**src/rtl/axi_stream_scheduler_pkg.sv**
```systemverilog
`default_nettype none
// ============================================================================
// Module      : axi_stream_scheduler_pkg
// Description : Shared types for the stream-extractor scheduler: FSM state
//               encoding, slot-table entry layout and a slot-count clamp
//               helper.
// Ports       : none (package)
// Revision    : 1.0 - initial release
// ============================================================================
package axi_stream_scheduler_pkg;

  localparam int SCHED_DEST_WIDTH = 8;

  typedef enum logic [1:0] {
    IDLE       = 2'd0,
    WAIT_FIRST = 2'd1,
    IN_PACKET  = 2'd2,
    ADVANCE    = 2'd3
  } sched_state_t;

  typedef struct packed {
    logic [SCHED_DEST_WIDTH-1:0] sel;
    logic [SCHED_DEST_WIDTH-1:0] out_dest;
  } slot_entry_t;

  // A programmed count of 0 still schedules one slot; anything above the
  // table depth is limited to the table depth.
  function automatic int effective_slots(input int requested, input int max_slots);
    if (requested < 1)
      return 1;
    if (requested > max_slots)
      return max_slots;
    return requested;
  endfunction

endpackage
`default_nettype wire

```
**src/rtl/scheduler_slot_table.sv**
```systemverilog
`default_nettype none
// ============================================================================
// Module      : scheduler_slot_table
// Description : Register file of N_SLOTS {sel, out_dest} entries with one
//               synchronous write port and one asynchronous read port.
//               Cleared to zero on reset.
// Ports       : clock, reset (sync, active-low), we/waddr/wsel/wout (write),
//               raddr -> rsel/rout (combinational read)
// Revision    : 1.0 - initial release
// ============================================================================
module scheduler_slot_table
  import axi_stream_scheduler_pkg::*;
#(
  parameter int DEST_WIDTH = 8,
  parameter int N_SLOTS    = 8
) (
  input  logic                       clock,
  input  logic                       reset,
  input  logic                       we,
  input  logic [$clog2(N_SLOTS)-1:0] waddr,
  input  logic [DEST_WIDTH-1:0]      wsel,
  input  logic [DEST_WIDTH-1:0]      wout,
  input  logic [$clog2(N_SLOTS)-1:0] raddr,
  output logic [DEST_WIDTH-1:0]      rsel,
  output logic [DEST_WIDTH-1:0]      rout
);

  logic [DEST_WIDTH-1:0] sel_mem [N_SLOTS];
  logic [DEST_WIDTH-1:0] out_mem [N_SLOTS];

  always_ff @(posedge clock) begin
    if (!reset) begin
      for (int i = 0; i < N_SLOTS; i++) begin
        sel_mem[i] <= '0;
        out_mem[i] <= '0;
      end
    end else if (we) begin
      sel_mem[waddr] <= wsel;
      out_mem[waddr] <= wout;
    end
  end

  assign rsel = sel_mem[raddr];
  assign rout = out_mem[raddr];

endmodule
`default_nettype wire

```
**src/rtl/axi_stream_extractor_scheduler.sv**
```systemverilog
`default_nettype none
// ============================================================================
// Module      : axi_stream_extractor_scheduler
// Description : Drives selector/out_dest of a downstream stream extractor,
//               stepping round-robin through a programmable slot table. Holds
//               a slot until a full packet for its dest is seen on the
//               snooped stream, or skips it after timeout_limit silent cycles.
// Ports       : clock, reset (sync, active-low), enable, n_slots,
//               timeout_limit, cfg_* (table write), mon_* (stream snoop),
//               selector/out_dest/slot_idx/slot_skipped/busy (outputs).
//               With SCHEDULER_STATS_EN defined: stat_addr in,
//               pkt_count/skip_count out (per-slot statistics).
// Revision    : 1.0 - initial release
// ============================================================================
module axi_stream_extractor_scheduler
  import axi_stream_scheduler_pkg::*;
#(
  parameter int DEST_WIDTH    = 8,
  parameter int N_SLOTS       = 8,
  parameter int TIMEOUT_WIDTH = 16
) (
  input  logic                       clock,
  input  logic                       reset,
  input  logic                       enable,
  input  logic [$clog2(N_SLOTS):0]   n_slots,
  input  logic [TIMEOUT_WIDTH-1:0]   timeout_limit,
  input  logic                       cfg_we,
  input  logic [$clog2(N_SLOTS)-1:0] cfg_addr,
  input  logic [DEST_WIDTH-1:0]      cfg_sel,
  input  logic [DEST_WIDTH-1:0]      cfg_out_dest,
  input  logic [DEST_WIDTH-1:0]      mon_dest,
  input  logic                       mon_valid,
  input  logic                       mon_ready,
  input  logic                       mon_tlast,
  output logic [DEST_WIDTH-1:0]      selector,
  output logic [DEST_WIDTH-1:0]      out_dest,
  output logic [$clog2(N_SLOTS)-1:0] slot_idx,
  output logic                       slot_skipped,
  output logic                       busy
`ifdef SCHEDULER_STATS_EN
  ,
  input  logic [$clog2(N_SLOTS)-1:0] stat_addr,
  output logic [31:0]                pkt_count,
  output logic [15:0]                skip_count
`endif
);

  localparam int SW = $clog2(N_SLOTS);

  sched_state_t           state, state_next;
  logic [SW-1:0]          slot_next;
  logic [TIMEOUT_WIDTH-1:0] wait_count;
  logic                   skip_now;
  logic                   match;
  logic                   timeout_hit;
  logic                   last_slot;
  int                     active_slots;
  logic [DEST_WIDTH-1:0]  tbl_sel, tbl_out;
  logic [DEST_WIDTH-1:0]  sel_next, out_next;

  assign match       = mon_valid & mon_ready & (mon_dest == selector);
  assign timeout_hit = (timeout_limit != '0) &&
                       (wait_count >= (timeout_limit - TIMEOUT_WIDTH'(1)));

  always_comb begin
    active_slots = effective_slots(int'(n_slots), N_SLOTS);
    last_slot    = ((int'(slot_idx) + 1) >= active_slots);
  end

  scheduler_slot_table #(
    .DEST_WIDTH (DEST_WIDTH),
    .N_SLOTS    (N_SLOTS)
  ) u_table (
    .clock (clock),
    .reset (reset),
    .we    (cfg_we),
    .waddr (cfg_addr),
    .wsel  (cfg_sel),
    .wout  (cfg_out_dest),
    .raddr (slot_next),
    .rsel  (tbl_sel),
    .rout  (tbl_out)
  );

  // Bypass a same-cycle write to the slot being loaded so the registered
  // selector never lags the table by an extra cycle.
  always_comb begin
    sel_next = tbl_sel;
    out_next = tbl_out;
    if (cfg_we && (cfg_addr == slot_next)) begin
      sel_next = cfg_sel;
      out_next = cfg_out_dest;
    end
  end

  always_ff @(posedge clock) begin
    if (!reset)
      state <= IDLE;
    else
      state <= state_next;
  end

  always_comb begin
    state_next = state;
    slot_next  = slot_idx;
    skip_now   = 1'b0;
    if (!enable) begin
      state_next = IDLE;
      slot_next  = '0;
    end else begin
      case (state)
        IDLE: begin
          state_next = WAIT_FIRST;
          slot_next  = '0;
        end
        WAIT_FIRST: begin
          // A matching beat in the timeout cycle takes priority over the skip.
          if (match)
            state_next = mon_tlast ? ADVANCE : IN_PACKET;
          else if (timeout_hit) begin
            state_next = ADVANCE;
            skip_now   = 1'b1;
          end
        end
        IN_PACKET: begin
          if (match && mon_tlast)
            state_next = ADVANCE;
        end
        ADVANCE: begin
          state_next = WAIT_FIRST;
          slot_next  = last_slot ? '0 : slot_idx + SW'(1);
        end
        default: state_next = IDLE;
      endcase
    end
  end

  always_ff @(posedge clock) begin
    if (!reset) begin
      slot_idx     <= '0;
      selector     <= '0;
      out_dest     <= '0;
      slot_skipped <= 1'b0;
      wait_count   <= '0;
    end else begin
      slot_idx     <= slot_next;
      slot_skipped <= skip_now;
      if (state_next == IDLE) begin
        selector <= '0;
        out_dest <= '0;
      end else begin
        selector <= sel_next;
        out_dest <= out_next;
      end
      if ((state == WAIT_FIRST) && (state_next == WAIT_FIRST)) begin
        if (wait_count != '1)
          wait_count <= wait_count + TIMEOUT_WIDTH'(1);
      end else begin
        wait_count <= '0;
      end
    end
  end

  assign busy = (state != IDLE);

`ifdef SCHEDULER_STATS_EN
  logic [31:0] pkt_mem  [N_SLOTS];
  logic [15:0] skip_mem [N_SLOTS];

  // slot_skipped is high exactly during an ADVANCE caused by a timeout.
  always_ff @(posedge clock) begin
    if (!reset) begin
      for (int i = 0; i < N_SLOTS; i++) begin
        pkt_mem[i]  <= '0;
        skip_mem[i] <= '0;
      end
      pkt_count  <= '0;
      skip_count <= '0;
    end else begin
      pkt_count  <= pkt_mem[stat_addr];
      skip_count <= skip_mem[stat_addr];
      if (state == ADVANCE) begin
        if (slot_skipped) begin
          if (skip_mem[slot_idx] != 16'hFFFF)
            skip_mem[slot_idx] <= skip_mem[slot_idx] + 16'd1;
        end else begin
          pkt_mem[slot_idx] <= pkt_mem[slot_idx] + 32'd1;
        end
      end
    end
  end
`endif

endmodule
`default_nettype wire

```
**config.mk**
```make
export PLATFORM = sky130hd
export DESIGN_NAME = axi_stream_extractor_scheduler
export DESIGN_NICKNAME = d
export VERILOG_FILES = /design/src/rtl/axi_stream_scheduler_pkg.sv /design/src/rtl/scheduler_slot_table.sv /design/src/rtl/axi_stream_extractor_scheduler.sv
export SDC_FILE = /design/constraint.sdc
export NUM_CORES = 1
export LEC_CHECK = 0
export BUFFER_PORTS_ARGS = -buffer_cell sky130_fd_sc_hd__buf_2
export CORE_MARGIN = 3
export CORE_UTILIZATION = 60
export CTS_CLUSTER_SIZE = 40
export DETAILED_ROUTE_END_ITERATION = 16
export GPL_TIMING_DRIVEN = 0
export PLACE_DENSITY = 0.85
export SYNTH_ARGS = -nofsm -noshare
export SYNTH_HDL_FRONTEND = slang
export SYNTH_HIERARCHICAL = 1
export SYNTH_SLANG_ARGS = --single-unit
```
**constraint.sdc**
```tcl
create_clock -name clock -period 3.8 [get_ports clock]
set_input_delay 0.19 -clock clock [delete_from_list [all_inputs] [get_ports clock]]
set_output_delay 0.19 -clock clock [all_outputs]
set_load 0.05 [all_outputs]
```
After elaboration in Yosys (flattened, before gate mapping)
Memories as Yosys holds them, arrays and structs flattened. A register that Yosys moved wholly into a read port is not among the register bits.
Cells that the tools add are included.

operators by class
  $add $sub $neg = 4
  $lt $le $gt $ge = 4
  equality and inequality tests = 6
  multiplexer cells = 27
  bitwise operators = 5
  reductions and logical operators = 13

operators with widths
  operator                                               number
  two-way mux 32 bit                                     3
  >= comparator 5 x 32 -> 1 bit                          1
  adder 16 x 1 -> 16 bit (second input constant)         1
  >= comparator 16 bit                                   1
  two-way mux 8 bit                                      2
  inequality test 16 bit (second input constant)         1
  nonzero test 16 bit                                    1
  OR reduction 8 bit                                     2
  subtractor 16 x 1 -> 16 bit (second input constant)    1
  two-way mux 1 bit                                      12
  two-way mux 3 bit                                      4
  == test 8 bit                                          1
  two-way mux 2 bit                                      4
  one-hot mux 2 bit (3 select lines)                     1
  one-hot mux 3 bit (2 select lines)                     1
  adder 3 x 1 -> 4 bit (second input constant)           1
  == test 2 x 1 -> 1 bit (second input constant)         2
  == test 2 bit (second input constant)                  2
  greater-than comparator 4 bit (second input constant)  1
  logical NOT 2 bit                                      2
  < comparator 4 x 1 -> 1 bit (second input constant)    1
  OR reduction 2 bit                                     2
  OR reduction 4 bit                                     1
  adder 3 x 1 -> 3 bit (second input constant)           1
  other kinds (5)                                        10

storage, ports and cells
  register bits after elaboration = 22
  bits in writable memories = 128
  output and inout bits = 21
  word-level logic and storage cells = 65
  memories = 2

memories
  name             words  width  read ports  clocked after memory_dff  write ports  line                        text
  u_table.out_mem  8      8      1           1                         8            scheduler_slot_table.sv:29  logic [DEST_WIDTH-1:0] out_mem [N_SLOTS];
  u_table.sel_mem  8      8      1           1                         8            scheduler_slot_table.sv:28  logic [DEST_WIDTH-1:0] sel_mem [N_SLOTS];

Logic depth before layout (Yosys ltp)
  depth after elaboration = 10
  mapped depth = 15
  depth with buffers taken out = 14

Cells and area by module
Netlist, hierarchy kept.

modules (own cells, without submodules)
  module                          times used  cells each  area each (um^2)  sequential area each (um^2)
  scheduler_slot_table            1           373         5804.3            3843.7
  axi_stream_extractor_scheduler  1           317         2812.7            760.7

Worst setup path after synthesis
Ideal clock, no wire load.

  path type = register to register
  from = reg slot_idx[0]
  to = reg out_dest[7] (read register of u_table.out_mem)
  library setup time = 115 ps
  data arrival time = 3511 ps
  setup slack = 174 ps
  cell stages (with the launch flop) = 12
  period minus slack after synthesis = 3626 ps
  cells stage by stage = dfxtp_1 ha_1 ha_1 a21oi_1 o21ai_0 or3_1 a21boi_0 buf_1 mux4_2 mux2_2 mux2i_1 nor2_2

between the ends
  longest elaborated chain between the ends = 5

RTL lines
  item                                    line                                   text
  start: declaration                      axi_stream_extractor_scheduler.sv:37   output logic [$clog2(N_SLOTS)-1:0] slot_idx,
  start signal: assignment                axi_stream_extractor_scheduler.sv:146  slot_idx <= slot_next;
  adder 3 x 1 -> 4 bit                    axi_stream_extractor_scheduler.sv:67   last_slot = ((int'(slot_idx) + 1) >= active_slots);
  >= comparator 5 x 32 -> 1 bit           axi_stream_extractor_scheduler.sv:67
  two-way mux 3 bit (*)                   axi_stream_extractor_scheduler.sv:131  slot_next = last_slot ? '0 : slot_idx + SW'(1);
  one-hot mux 3 bit (2 select lines) (*)  axi_stream_extractor_scheduler.sv:111  case (state)
  two-way mux 3 bit (*)                   axi_stream_extractor_scheduler.sv:107  if (!enable) begin
  named net slot_next[2]                  axi_stream_extractor_scheduler.sv:51   logic [SW-1:0] slot_next;
  end: declaration                        axi_stream_extractor_scheduler.sv:36   output logic [DEST_WIDTH-1:0] out_dest,

The timed path passes the listed nets; every way through them passes the cells marked *.
A chain may end at the register's enable or synchronous reset.

Worst setup path in the final report
  from = reg slot_idx[0]
  to = reg out_dest[6] (read register of u_table.out_mem)

between the ends
  longest elaborated chain between the ends = 5

RTL lines
  item                                    line
  adder 3 x 1 -> 4 bit                    axi_stream_extractor_scheduler.sv:67
  >= comparator 5 x 32 -> 1 bit           axi_stream_extractor_scheduler.sv:67
  two-way mux 3 bit                       axi_stream_extractor_scheduler.sv:131
  one-hot mux 3 bit (2 select lines) (*)  axi_stream_extractor_scheduler.sv:111
  two-way mux 3 bit (*)                   axi_stream_extractor_scheduler.sv:107
  named net slot_next[0]                  axi_stream_extractor_scheduler.sv:51

Marked as above.

==> impl_metrics.json <==
{
  "antenna_cells": 0,
  "synthArstFlopShare": 0,
  "dp_hpwl_um": 15700,
  "dr.pass1.iters": 8,
  "area_growth_pct": 15.4,
  "drc": 0,
  "max_slew_margin": 0.510,
  "yosysTopAreaCellShare": 0.446,
  "synth_cell_types": 60,
  "rrSetupSlack_ns": 0.13,
  "root_buffer": "clkbuf_16",
  "synth_fp_nets": 774,
  "grt_pass1_vias": 6674,
  "die_y_um": 126,
  "postCtsHoldBufs": 0,
  "track_usage": 0.294,
  "finalSetupViolCount": 0,
  "via_per_inst": 6.60,
  "crit_type": "flop to flop",
  "end_kind": "flop",
  "synthCells": 690,
  "num_vias": 6508,
  "cts_inserted_buffers": 17,
  "io_pins": 75,
  "hold_start": "cfg_out_dest[0]",
  "tns_ns": 0,
  "antenna_found_initial": 0,
  "hold_violations": 0,
  "worst_slack_ns": 0.135,
  "r2r_cells": 12,
  "regToRegEndpoint": "out_dest[6]",
  "grt_pass1_wl_um": 35800,
  "core_area_um2": 14000,
  "drv_slew": 0,
  "clock_tree.buffer_depth": 2,
  "grt_max_degree": 17,
  "powerDensity_nw_per_um2": 417,
  "hold_path_depth": 3,
  "holdPathEnd": "out_dest[0]",
  "worstPathRequired_ns": 4.11,
  "port_buffers": 74,
  "clk_latency_ns": 0.42,
  "htree_num_levels": 4,
  "power_leakage_nw": 3.52,
  "cts_sinks": 166,
  "fin_crit_ns": 3.67,
  "avgSynthCellArea_um2": 12.5,
  "post_drt_wl_per_cell_um": 23.6,
  "final.fill_count": 877,
  "yosysSeqAreaShare": 0.534,
  "start_util": 0.616,
  "start_kind": "flop",
  "crit_fanout": 10,
  "drive_gt1_frac": 0.227,
  "synth_ff_type": "edfxtp_1",
  "clock_skew_ns": 0.00736,
  "place_congestion": 0.922,
  "cts.clk_slew.worst_paths_ns": 0.06,
  "period_share": 0.965,
  "synth_area_um2": 8620,
  "ys_ff_latch": 166,
  "cts_tree": "done",
  "drv_cap": 0,
  "synth_top_area_cell": "edfxtp_1",
  "status": "completed",
  "max_slew.worst_pin.slew_ns": 0.735,
  "die_area_um2": 15800,
  "synth_edf_count": 128,
  "ant_nets": 0,
  "routed_wl_um": 23200,
  "finalPower_mw": 4.15,
  "ys_warn_count": 6,
  "clock.fmax_mhz": 273,
  "drtIter0Drc": 814,
  "hold_class": "primary input to flop",
  "final_nets": 877,
  "peakVddDrop_mv": 0.330,
  "die_width_um": 126,
  "rows": 43,
  "overflow": 0,
  "cp.arrival_ns": 3.97,
  "reg2reg_from": "slot_idx[0]",
  "synth_area_leaders": "edfxtp_1, dfxtp_1, mux4_1",
  "post-place-ws_ns": -0.400,
  "rsz0062_at_grt": "true"
}
[where the power goes]
group	internal [mW]	switching (mW)	total (mW)
clock network	0.901	0.684	1.59
logic	0.157	0.318	0.474
registers	2.06	0.0349	2.09
[cells in the final DEF (no fill, tap or decap), drive strengths merged, types with 4 or more instances in the layout]
cell        n
nor3      134
edfxtp    128
buf        99
clkbuf     51
nor2       44
dfxtp      38
mux4       32
ha         30
xor2       23
nand2      22
clkinv     22
mux2i      18
mux2       17
a21oi      14
o21ai      14
xnor2      13
nand3      13
inv        12
and3       11
nand2b      8
nor4        8
nand4       6
clkinvlp    4
[through the flow]
stage	instance area, um^2	cells	util	hold WS, ns
6_report	9940	986	0.711	0.0375
2_1_floorplan	8620	690	-	0.312
5_1_grt	9940	986	0.711	0.0655
3_5_place_dp	9360	952	0.669	0.461
3_3_place_gp	9210	944	0.659	0.461
4_1_cts	9910	984	0.708	0.0261
[cells in the mapped netlist, types with 13 or more instances]
| cell | number |
|---|---|
| xor2_1 | 23 |
| nor2_1 | 34 |
| dfxtp_1 | 38 |
| ha_1 | 30 |
| edfxtp_1 | 128 |
| xnor2_1 | 13 |
| clkinv_1 | 16 |
| nand2_1 | 22 |
| nor3_1 | 134 |
| clkbuf_1 | 28 |
| mux4_1 | 28 |
| mux2i_1 | 18 |
| mux2_2 | 17 |
| a21oi_1 | 14 |
| nand3_1 | 13 |
[registers in the layout, summed over array words and instances (netlist names)]
signal / cells
wait_count: 16
selector: 8
state: 2
slot_skipped: 1
slot_idx: 3
u_table/out_mem: 64
out_dest: 8
u_table/sel_mem: 64
[cell type report]
class,instances,area (um^2),area share
flip-flops and latches,166,4600,0.463
inverters,28,105,0.0106
clock inverters,11,105,0.0106
clock buffers,21,440,0.0443
plain buffers,45,240,0.0242
well taps,180,225,0.0227
multi-input cells,451,3720,0.374
repair buffers,84,502,0.0505
[timing repair]
action                                  CTS  global route
setup buffers                             0             2
gates resized for setup                   5             6
pin swaps                                 0             1
endpoints found under the setup margin   16            16
[cell families after synthesis]
kind of cell	share of synthesized area
adder cells (fa/ha/maj)	0.0436
buffers and inverters	0.0389
AO/OA/AOI/OAI	0.0386
XOR/XNOR	0.0366
multiplexers	0.139
flip-flops	0.534
AND/OR/NAND/NOR	0.169
[routing by layer]
layer / global-route usage / part of all wire
met4: 0.143 / 0.041
met3: 0.0712 / 0.11
met1: 0.363 / 0.36
met2: 0.490 / 0.49
met5: 0 / 0
[worst max-delay path, stage by stage (launching register included)]
cell and delay (ns):
dfxtp_1 0.44, ha_1 0.30, xor2_1 0.18, ha_1 0.27
a21o_1 0.16, a31o_2 0.24, a31oi_2 0.31, buf_6 0.18
buf_6 0.21, mux4_1 0.60, mux2_2 0.29, mux2i_1 0.31
nor2_2 0.06
[worst max path at each step]
stage | cells past startpoint | slack, ns | end | from
3_3_place_gp | 12 | -0.24 | selector[2] | slot_idx[0]
4_1_cts | 11 | 0.007 | selector[1] | slot_idx[0]
2_1_floorplan | 11 | 0.17 | out_dest[7] | slot_idx[0]
3_5_place_dp | 11 | -0.40 | out_dest[5] | slot_idx[0]
6_report | 12 | 0.13 | out_dest[6] | slot_idx[0]
5_1_grt | 12 | -0.007 | selector[3] | slot_idx[0]
Power figures use the tool's default switching activity.
